[src/rtl/led_cube_pkg.sv]
// Shared types and defaults for the LED cube plane scan logic.
package led_cube_pkg;

    localparam int DEF_PLANES    = 8;
    localparam int DEF_PS_WIDTH  = 4;
    localparam int DEF_CNT_WIDTH = 16;

    typedef enum logic [1:0] {
        ST_IDLE,
        ST_LOAD,
        ST_SHOW,
        ST_GUARD
    } scan_state_t;

    // Width of a plane index; a single-plane cube still needs one bit.
    function automatic int idx_width(input int planes);
        return (planes > 1) ? $clog2(planes) : 1;
    endfunction

endpackage

[src/rtl/prsc_tick.sv]
// Power-of-two scan-tick prescaler: tick fires whenever the low divSel bits of
// the free-running counter are all ones.
module prsc_tick
    import led_cube_pkg::*;
#(
    parameter int PS_WIDTH  = DEF_PS_WIDTH,
    parameter int CNT_WIDTH = DEF_CNT_WIDTH
) (
    input  logic                clkIn,
    input  logic                reset,
    input  logic                enable,
    input  logic [PS_WIDTH-1:0] divSel,
    output logic                tick
);

    localparam int SEL_W   = idx_width(CNT_WIDTH);
    localparam int MAX_SEL = CNT_WIDTH - 1;

    logic [CNT_WIDTH-1:0] ps_cnt_reg;
    logic [CNT_WIDTH-1:0] ps_cnt_next;
    logic [CNT_WIDTH-1:0] mask;
    logic [SEL_W-1:0]     sel_eff;

    // Selects wider than the counter would never tick, so clamp them.
    always_comb begin
        sel_eff = SEL_W'(MAX_SEL);
        if (int'(divSel) <= MAX_SEL) begin
            sel_eff = SEL_W'(divSel);
        end
    end

    generate
        for (genvar gi = 0; gi < CNT_WIDTH; gi++) begin : g_mask
            assign mask[gi] = (int'(sel_eff) > gi);
        end
    endgenerate

    always_comb begin
        ps_cnt_next = '0;
        if (enable) begin
            ps_cnt_next = ps_cnt_reg + CNT_WIDTH'(1);
        end
    end

    always_ff @(posedge clkIn) begin
        if (reset) begin
            ps_cnt_reg <= '0;
        end else begin
            ps_cnt_reg <= ps_cnt_next;
        end
    end

    assign tick = ((ps_cnt_reg & mask) == mask);

endmodule

[src/rtl/led_plane_scheduler.sv]
// LED cube plane scan sequencer: loads each plane over req/ack, shows it for a
// programmable number of prescaled ticks, then blanks for one guard cycle.
module led_plane_scheduler
    import led_cube_pkg::*;
#(
    parameter int PLANES    = DEF_PLANES,
    parameter int PS_WIDTH  = DEF_PS_WIDTH,
    parameter int CNT_WIDTH = DEF_CNT_WIDTH,
    localparam int IDX_W    = idx_width(PLANES)
) (
    input  logic                 clkIn,
    input  logic                 reset,
    input  logic                 enable,
    input  logic [PS_WIDTH-1:0]  divSel,
    input  logic [CNT_WIDTH-1:0] dwell,
    output logic                 loadReq,
    input  logic                 loadAck,
    output logic [IDX_W-1:0]     planeIdx,
    output logic [PLANES-1:0]    planeSel,
    output logic                 blank,
    output logic                 frameStart,
    output logic                 busy
);

    scan_state_t          state_reg;
    logic [IDX_W-1:0]     plane_idx_reg;
    logic [CNT_WIDTH-1:0] dwell_cnt_reg;
    logic                 load_req_reg;
    logic [PLANES-1:0]    plane_sel_reg;
    logic                 blank_reg;
    logic                 frame_start_reg;
    logic                 busy_reg;

    logic                 tick;
    logic [IDX_W-1:0]     idx_inc;
    logic [PLANES-1:0]    idx_onehot;
    logic [CNT_WIDTH-1:0] dwell_load;

    prsc_tick #(
        .PS_WIDTH  (PS_WIDTH),
        .CNT_WIDTH (CNT_WIDTH)
    ) u_prsc_tick (
        .clkIn  (clkIn),
        .reset  (reset),
        .enable (enable),
        .divSel (divSel),
        .tick   (tick)
    );

    generate
        for (genvar gi = 0; gi < PLANES; gi++) begin : g_onehot
            assign idx_onehot[gi] = (plane_idx_reg == IDX_W'(gi));
        end
    endgenerate

    assign idx_inc    = (plane_idx_reg == IDX_W'(PLANES - 1)) ? '0
                                                              : plane_idx_reg + IDX_W'(1);
    assign dwell_load = (dwell == '0) ? CNT_WIDTH'(1) : dwell;

    // Outputs are set alongside the state they belong to so every port is a flop.
    always_ff @(posedge clkIn) begin
        if (reset) begin
            state_reg       <= ST_IDLE;
            plane_idx_reg   <= '0;
            dwell_cnt_reg   <= '0;
            load_req_reg    <= 1'b0;
            plane_sel_reg   <= '0;
            blank_reg       <= 1'b1;
            frame_start_reg <= 1'b0;
            busy_reg        <= 1'b0;
        end else begin
            frame_start_reg <= 1'b0;
            case (state_reg)
                ST_IDLE: begin
                    if (enable) begin
                        state_reg       <= ST_LOAD;
                        plane_idx_reg   <= '0;
                        load_req_reg    <= 1'b1;
                        busy_reg        <= 1'b1;
                        frame_start_reg <= 1'b1;
                    end
                end
                ST_LOAD: begin
                    // The request stays up until acked, even once enable has dropped.
                    if (loadAck) begin
                        load_req_reg <= 1'b0;
                        if (enable) begin
                            state_reg     <= ST_SHOW;
                            dwell_cnt_reg <= dwell_load;
                            blank_reg     <= 1'b0;
                            plane_sel_reg <= idx_onehot;
                        end else begin
                            state_reg <= ST_IDLE;
                            busy_reg  <= 1'b0;
                        end
                    end
                end
                ST_SHOW: begin
                    if (!enable) begin
                        state_reg     <= ST_IDLE;
                        blank_reg     <= 1'b1;
                        plane_sel_reg <= '0;
                        busy_reg      <= 1'b0;
                    end else if (tick) begin
                        if (dwell_cnt_reg == CNT_WIDTH'(1)) begin
                            state_reg     <= ST_GUARD;
                            blank_reg     <= 1'b1;
                            plane_sel_reg <= '0;
                        end else begin
                            dwell_cnt_reg <= dwell_cnt_reg - CNT_WIDTH'(1);
                        end
                    end
                end
                ST_GUARD: begin
                    if (!enable) begin
                        state_reg <= ST_IDLE;
                        busy_reg  <= 1'b0;
                    end else begin
                        state_reg       <= ST_LOAD;
                        plane_idx_reg   <= idx_inc;
                        load_req_reg    <= 1'b1;
                        frame_start_reg <= (idx_inc == '0);
                    end
                end
                default: begin
                    state_reg     <= ST_IDLE;
                    load_req_reg  <= 1'b0;
                    plane_sel_reg <= '0;
                    blank_reg     <= 1'b1;
                    busy_reg      <= 1'b0;
                end
            endcase
        end
    end

    assign loadReq    = load_req_reg;
    assign planeIdx   = plane_idx_reg;
    assign planeSel   = plane_sel_reg;
    assign blank      = blank_reg;
    assign frameStart = frame_start_reg;
    assign busy       = busy_reg;

endmodule

[config.mk]
export PLATFORM = sky130hd
export DESIGN_NAME = led_plane_scheduler
export DESIGN_NICKNAME = d
export VERILOG_FILES = /design/src/rtl/led_cube_pkg.sv /design/src/rtl/prsc_tick.sv /design/src/rtl/led_plane_scheduler.sv
export SDC_FILE = /design/constraint.sdc
export NUM_CORES = 1
export LEC_CHECK = 0
export CAP_MARGIN = 15
export CORE_ASPECT_RATIO = 1.75
export CORE_MARGIN = 4
export CORE_UTILIZATION = 50
export CTS_CLUSTER_DIAMETER = 50
export CTS_CLUSTER_SIZE = 40
export DETAILED_ROUTE_END_ITERATION = 12
export PLACE_DENSITY = 0.76
export SYNTH_ARGS = -nofsm -noshare
export SYNTH_HDL_FRONTEND = slang
export SYNTH_SLANG_ARGS = --single-unit
export TNS_END_PERCENT = 30
[constraint.sdc]
create_clock -name clkIn -period 2.3 [get_ports clkIn]
set_input_delay 0.46 -clock clkIn [delete_from_list [all_inputs] [get_ports clkIn]]
set_output_delay 0.46 -clock clkIn [all_outputs]
set_load 0.01 [all_outputs]
==> impl_metrics.json, run 1 <==
{
  "cts_setup_buffers": 0,
  "initial_utilization_pct": 51.9,
  "cpPeakStageDelay_ns": 0.32,
  "largest_reg_flops": 16,
  "routedWlPerCell_um": 15.8,
  "endpoint_kind": "register",
  "worst-path-max-fanout": 7,
  "hold_viol": 0,
  "yosysTopAreaCellShare_pct": 34.6,
  "ir_drop_mv": 0.359,
  "overflow": 0,
  "wl_met1_um": 2980,
  "ys_seq_area_share_pct": 34.6,
  "worst_clock_skew_ns": 0.00598,
  "synth_most_common_cell": "dfxtp_1",
  "die_area_sq_um": 6850,
  "timing.rr.end": "dwell_cnt_reg[14]$_SDFFE_PP0P_",
  "antenna_found_initial": 0,
  "fp.dieW_um": 64.3,
  "vias": 2790,
  "dieHeight_um": 107,
  "nets": 442,
  "startpoint_type": "primary input",
  "p_int_mw": 1.25,
  "post_drt_via_cell_ratio": 5.82,
  "grt_max_degree": 21,
  "cts_sinks": 48,
  "switching_share_pct": 31.0,
  "numPortBuffers": 38,
  "tritoncts": "built",
  "async_reset_ff_share_pct": 0,
  "synth_nets": 378,
  "rsz0062_at_grt": "false",
  "critPathSlowestCell": "dlygate4sd2_1",
  "rows": 35,
  "post-route-util_pct": 66.3,
  "cp.required_ns": 2.51,
  "drive_gt1_share_pct": 14.6,
  "rr_startpoint": "state_reg[1]$_SDFFE_PP0P_",
  "n_antenna_cell": 0,
  "hold_end": "planeSel[5]$_SDFFE_PP0P_",
  "status": "complete, no violations",
  "ys.flop_type": "dfxtp_1",
  "netlist_top_cells_count": "dfxtp_1, nand2_1, nor2_1",
  "design_area_sq_um": 3540,
  "met2WireLength_um": 4060,
  "arrival_ns": 2.31,
  "synth-seq-cells": 48,
  "period_share_pct": 91.3,
  "period_needed_ns": 2.10,
  "finalHoldWorstSlack_ns": 0.488,
  "routed.top_layer": "met4",
  "cts-hold-fix-buffers": 0,
  "reg2reg_slack_ns": 0.20,
  "io-pin-count": 39,
  "design.core.area_sq_um": 5340,
  "insertion_delay_ns": 0.30,
  "p_leak_nw": 1.35,
  "setup_tns_ns": 0,
  "htreeDepth": 2,
  "crit_path_cell_trace": "dlygate4sd2_1, o21ai_2, o2111ai_1, o31ai_2, nand3_2, buf_4, nor2_4, a41oi_1, a2111oi_2",
  "wirelength_um": 7550,
  "synth-edff-count": 0,
  "dp_hpwl_um": 5750,
  "first_pass_iters": 6,
  "setup_viol": 0,
  "grtUsageTotal_pct": 23.4,
  "clk_pin_slew_ns": 0.10,
  "p_seq_share_pct": 48.9,
  "cts_root_buffer": "clkbuf_8",
  "p_per_area_nw_per_um2": 511,
  "hold_depth": 1,
  "reg2reg_depth": 8,
  "grt_pass1_vias": 2875,
  "p_comb_share_pct": 22.0,
  "drc": 0,
  "yosys_warnings": 0,
  "yosys.area.top_type": "dfxtp_1",
  "worstMarginPinSlew_ns": 0.461,
  "ant_nets": 0,
  "dp_slack_ns": -0.435,
  "synth_area_leaders": "dfxtp_1, ha_1, nand2_1",
  "power_frac_clock_pct": 29.2,
  "fillerInstances": 488,
  "synth.cell_area_sq_um": 2780,
  "cts_buffers": 5,
  "grt_pass1_wl_um": 13000,
  "timing.fmax_mhz": 476,
  "drtIter0Drc": 169,
  "hold_start": "planeSel[5]$_SDFFE_PP0P_",
  "maxSlewViolCount": 0,
  "gp_congestion": 0.901,
  "worst-setup-path-type": "in -> reg",
  "area_growth_pct": 27.7,
  "place_area_sq_um": 3430,
  "syn_inst": 340,
  "clockBufferDepth": 2,
  "netSwitchingPower_mw": 0.561,
  "worst_slack_ns": 0.199,
  "syn_avg_cell_area_sq_um": 8.16,
  "hp-class": "reg -> reg",
  "relSlewSlack_pct": 69.0,
  "cap_violations": 0,
  "ys_types": 58,
  "routed-wl-met3_um": 360
}
## area by class of cell
| cell class | instances | area, sq um | area share, % |
|---|---|---|---|
| clock buffers | 5 | 68.8 | 1.94 |
| multi-input cells | 266 | 1730 | 48.8 |
| repair buffers | 70 | 623 | 17.6 |
| inverters | 13 | 48.8 | 1.38 |
| flip-flops and latches | 48 | 961 | 27.1 |
| well taps | 74 | 92.6 | 2.61 |
| clock inverters | 3 | 21.3 | 0.600 |
## cell families (layout without fill, tap and decap cells)
kind of cell               count (synthesis)  in the layout  synth area share (%)
and+or+nand+nor                          148            148                  26.8
AOI/OAI and AO/OA                         90             90                  23.9
DFF                                       48             48                  34.6
buffers and inverters                     26             91                  3.79
adders and majority gates                 14             14                  6.31
xor gates and xnor gates                  11             11                  3.47
muxes                                      3              3                  1.13
## per-stage QoR
step	power, mW	instances
4_1_cts	1.82	479
5_1_grt	1.89	479
6_report	1.81	479
2_1_floorplan	1.13	340
3_5_place_dp	1.30	471
3_3_place_gp	1.29	471
## worst max-delay path: cells and delay by family
family	cells	cell delay, ns
buffers and inverters	2	0.50
and+or+nand+nor	2	0.31
AOI/OAI and AO/OA	5	1.03
## layer usage
layer  vias to the layer above  track usage [%]
met5                         -                0
met4                         0             8.17
met3                        14             5.07
met2                        72             42.2
met1                      1310             26.5
li1                       1394                -
## worst max path at each step
stage	slack [ns]	cells past startpoint	end	from
global route	0.004	8	dwell_cnt_reg[14]$_SDFFE_PP0P_	state_reg[1]$_SDFFE_PP0P_
detailed placement	-0.44	8	dwell_cnt_reg[5]$_SDFFE_PP0P_	divSel[0]
CTS	0.02	9	dwell_cnt_reg[14]$_SDFFE_PP0P_	divSel[1]
finish	0.20	9	dwell_cnt_reg[14]$_SDFFE_PP0P_	divSel[0]
floorplan	0.27	7	planeSel[0]$_SDFFE_PP0P_	divSel[2]
global placement	-0.32	8	dwell_cnt_reg[5]$_SDFFE_PP0P_	divSel[0]
## placed cells by master (no fill, tap or decap), types with 14 or more instances in the layout
| cell | synthesis | layout |
|---|---|---|
| nor2_1 | 32 | 32 |
| a21oi_1 | 17 | 17 |
| dfxtp_1 | 48 | 48 |
| nor4_1 | 15 | 15 |
| ha_1 | 14 | 14 |
| nand2_1 | 34 | 33 |
| clkdlybuf4s50_1 | 0 | 34 |
| nand3_1 | 17 | 17 |
| buf_4 | 1 | 32 |
## what timing repair did
action / 4_1_cts / 5_1_grt
hold endpoints to repair: 0 / 0
resized for setup: 3 / 6
pin swaps: 0 / 4
endpoints found under the setup margin: 21 / 20
## power by group through the flow
stage | registers [mW] | clock network, mW | logic (mW)
final | 0.885 | 0.529 | 0.398
after global routing | 0.890 | 0.566 | 0.436
after CTS | 0.884 | 0.539 | 0.395
after detailed placement | 0.903 | 0 | 0.394
after global placement | 0.902 | 0 | 0.386
after floorplan | 0.903 | 0 | 0.224
(Power assumes the default switching activity.)
==> run 2, diff against run 1 <==
- CAP_MARGIN: 15 -> 20
- PLACE_DENSITY: 0.76 -> 0.74
==> impl_metrics.json, run 2 (same netlist as run 1, synthesis figures left out) <==
{
  "numPortBuffers": 38,
  "cap_violations": 0,
  "design_area_sq_um": 3540,
  "cp_top_family": "compound AO/OA/AOI/OAI gates",
  "endpoint_kind": "register",
  "timing.fmax_mhz": 465,
  "grt_pass1_wl_um": 12900,
  "setup.worst_path.start": "divSel[0]",
  "tritoncts": "built",
  "p_per_area_nw_per_um2": 541,
  "final_common_cell": "dfxtp_1",
  "hold_viol": 0,
  "cts-hold-fix-buffers": 0,
  "antenna_found_initial": 0,
  "reg2reg_slack_ns": 0.16,
  "regArea_sq_um": 961,
  "vias": 2816,
  "drc": 0,
  "layout_common_cells": "dfxtp_1, nand2_1, clkdlybuf4s50_1",
  "fillerInstances": 476,
  "clk_pin_slew_ns": 0.10,
  "p_leak_nw": 1.34,
  "initial_utilization_pct": 51.9,
  "grt_pass1_vias": 2847,
  "multi_input_area_sq_um": 1720,
  "insertion_delay_ns": 0.30,
  "critPathSlowestCell": "o31ai_2",
  "path_buf_inv": 2,
  "status": "complete, no violations",
  "reg2reg_depth": 8,
  "post_drt_via_cell_ratio": 5.90,
  "cts_buffers": 5,
  "worst_clock_skew_ns": 0.00382,
  "power_mw": 1.92,
  "gp_congestion": 0.873,
  "grtUsageTotal_pct": 23.3,
  "endpoint": "dwell_cnt_reg[14]$_SDFFE_PP0P_",
  "n_antenna_cell": 0,
  "maxSlewViolCount": 0,
  "ant_nets": 0,
  "cp.depth": 9,
  "cpPeakStageDelay_ns": 0.32,
  "hp-class": "reg -> reg",
  "setup_viol": 0,
  "rows": 35,
  "relSlewSlack_pct": 63.3,
  "p_int_mw": 1.36,
  "wirelength_um": 7520,
  "largest_reg_flops": 16,
  "die_area_sq_um": 6850,
  "worst_slack_ns": 0.150,
  "startpoint_type": "primary input",
  "nets": 440,
  "drtIter0Drc": 125,
  "p_seq_share_pct": 46.1,
  "grt_max_degree": 26,
  "htreeDepth": 2,
  "crit_path_cell_trace": "dlygate4sd2_1, o21ai_1, o2111ai_1, o31ai_2, nand3_2, buf_4, nor2_4, a41oi_1, a2111oi_2",
  "rr_startpoint": "u_prsc_tick.ps_cnt_reg[6]$_SDFF_PP0_",
  "netSwitchingPower_mw": 0.558,
  "finalHoldWorstSlack_ns": 0.483,
  "area_growth_pct": 27.7,
  "timing.rr.end": "dwell_cnt_reg[14]$_SDFFE_PP0P_",
  "cts_sinks": 48,
  "ir_drop_mv": 0.411,
  "drive_gt1_share_pct": 13.6,
  "clockBufferDepth": 2,
  "dp_slack_ns": -0.375,
  "place_area_sq_um": 3410,
  "arrival_ns": 2.36,
  "switching_share_pct": 29.1,
  "p_comb_share_pct": 20.6,
  "fp.dieW_um": 64.3,
  "rsz0062_at_grt": "false",
  "power_frac_clock_pct": 33.2,
  "period_share_pct": 93.5,
  "dp_hpwl_um": 5740,
  "io-pin-count": 39,
  "worst-setup-path-type": "in -> reg",
  "cts_root_buffer": "clkbuf_8",
  "worst-path-max-fanout": 7,
  "cp.required_ns": 2.51,
  "post-route-util_pct": 66.3,
  "period_needed_ns": 2.15,
  "worstMarginPinSlew_ns": 0.547,
  "design.core.area_sq_um": 5340,
  "routedWlPerCell_um": 15.8,
  "overflow": 0,
  "first_pass_iters": 4,
  "dieHeight_um": 107
}
[run 2: worst min-delay path by stage]
stage | start | end | slack (ns) | cells past startpoint
3_5_place_dp | dwell_cnt_reg[6]$_SDFFE_PP0P_ | dwell_cnt_reg[6]$_SDFFE_PP0P_ | 0.47 | 2
2_1_floorplan | dwell_cnt_reg[6]$_SDFFE_PP0P_ | dwell_cnt_reg[6]$_SDFFE_PP0P_ | 0.45 | 2
6_report | dwell_cnt_reg[6]$_SDFFE_PP0P_ | dwell_cnt_reg[6]$_SDFFE_PP0P_ | 0.48 | 2
3_3_place_gp | planeSel[2]$_SDFFE_PP0P_ | planeSel[2]$_SDFFE_PP0P_ | 0.47 | 1
5_1_grt | dwell_cnt_reg[6]$_SDFFE_PP0P_ | dwell_cnt_reg[6]$_SDFFE_PP0P_ | 0.51 | 2
4_1_cts | dwell_cnt_reg[6]$_SDFFE_PP0P_ | dwell_cnt_reg[6]$_SDFFE_PP0P_ | 0.48 | 2
[run 2: cell type report]
class | count | area share, %
well taps | 74 | 2.61
repair buffers | 68 | 17.0
multi-input cells | 266 | 48.6
flip-flops and latches | 48 | 27.1
clock inverters | 3 | 1.31
inverters | 13 | 1.38
clock buffers | 5 | 1.94
[run 2: per-layer routing]
| layer | global-route usage, % | vias to the layer above | part of all wire [%] |
|---|---|---|---|
| li1 | - | 1387 | - |
| met1 | 25.9 | 1329 | 40 |
| met2 | 43.5 | 90 | 54 |
| met3 | 3.91 | 10 | 4.7 |
| met4 | 8.02 | 0 | 1.5 |
| met5 | 0 | - | 0 |
[run 2: per-stage QoR]
step	setup TNS [ns]	instances
6_report	0	477
3_3_place_gp	-5.92	468
3_5_place_dp	-7.69	468
5_1_grt	0	477
2_1_floorplan	0	340
4_1_cts	0	477
[run 2: what timing repair did]
item / in CTS / in global routing
setup endpoints to repair: 3 / 13
pin swaps: 1 / 1
buffers inserted: 1 / 0
resized for setup: 3 / 4
gates cloned: 0 / 0
[run 2: power by group through the flow]
stage                     logic (mW)  clock network (mW)  registers, mW
after global placement         0.386                   0          0.902
final                          0.396               0.637          0.885
after detailed placement       0.390                   0          0.903
after global routing           0.437               0.676          0.889
after floorplan                0.224                   0          0.903
after CTS                      0.390               0.650          0.884
[run 2: worst min-delay path: cells and delay by family, from the launching register on]
kind | cells | cell delay, ns
AO/OA/AOI/OAI | 1 | 0.07
flip-flops | 1 | 0.32
AND/OR/NAND/NOR | 1 | 0.05
==> run 3, diff against run 2 <==
- SETUP_SLACK_MARGIN: unset -> 0.02
==> results of run 3 <==
Same layout as run 2: the final DEF is identical, and so are final timing and power.
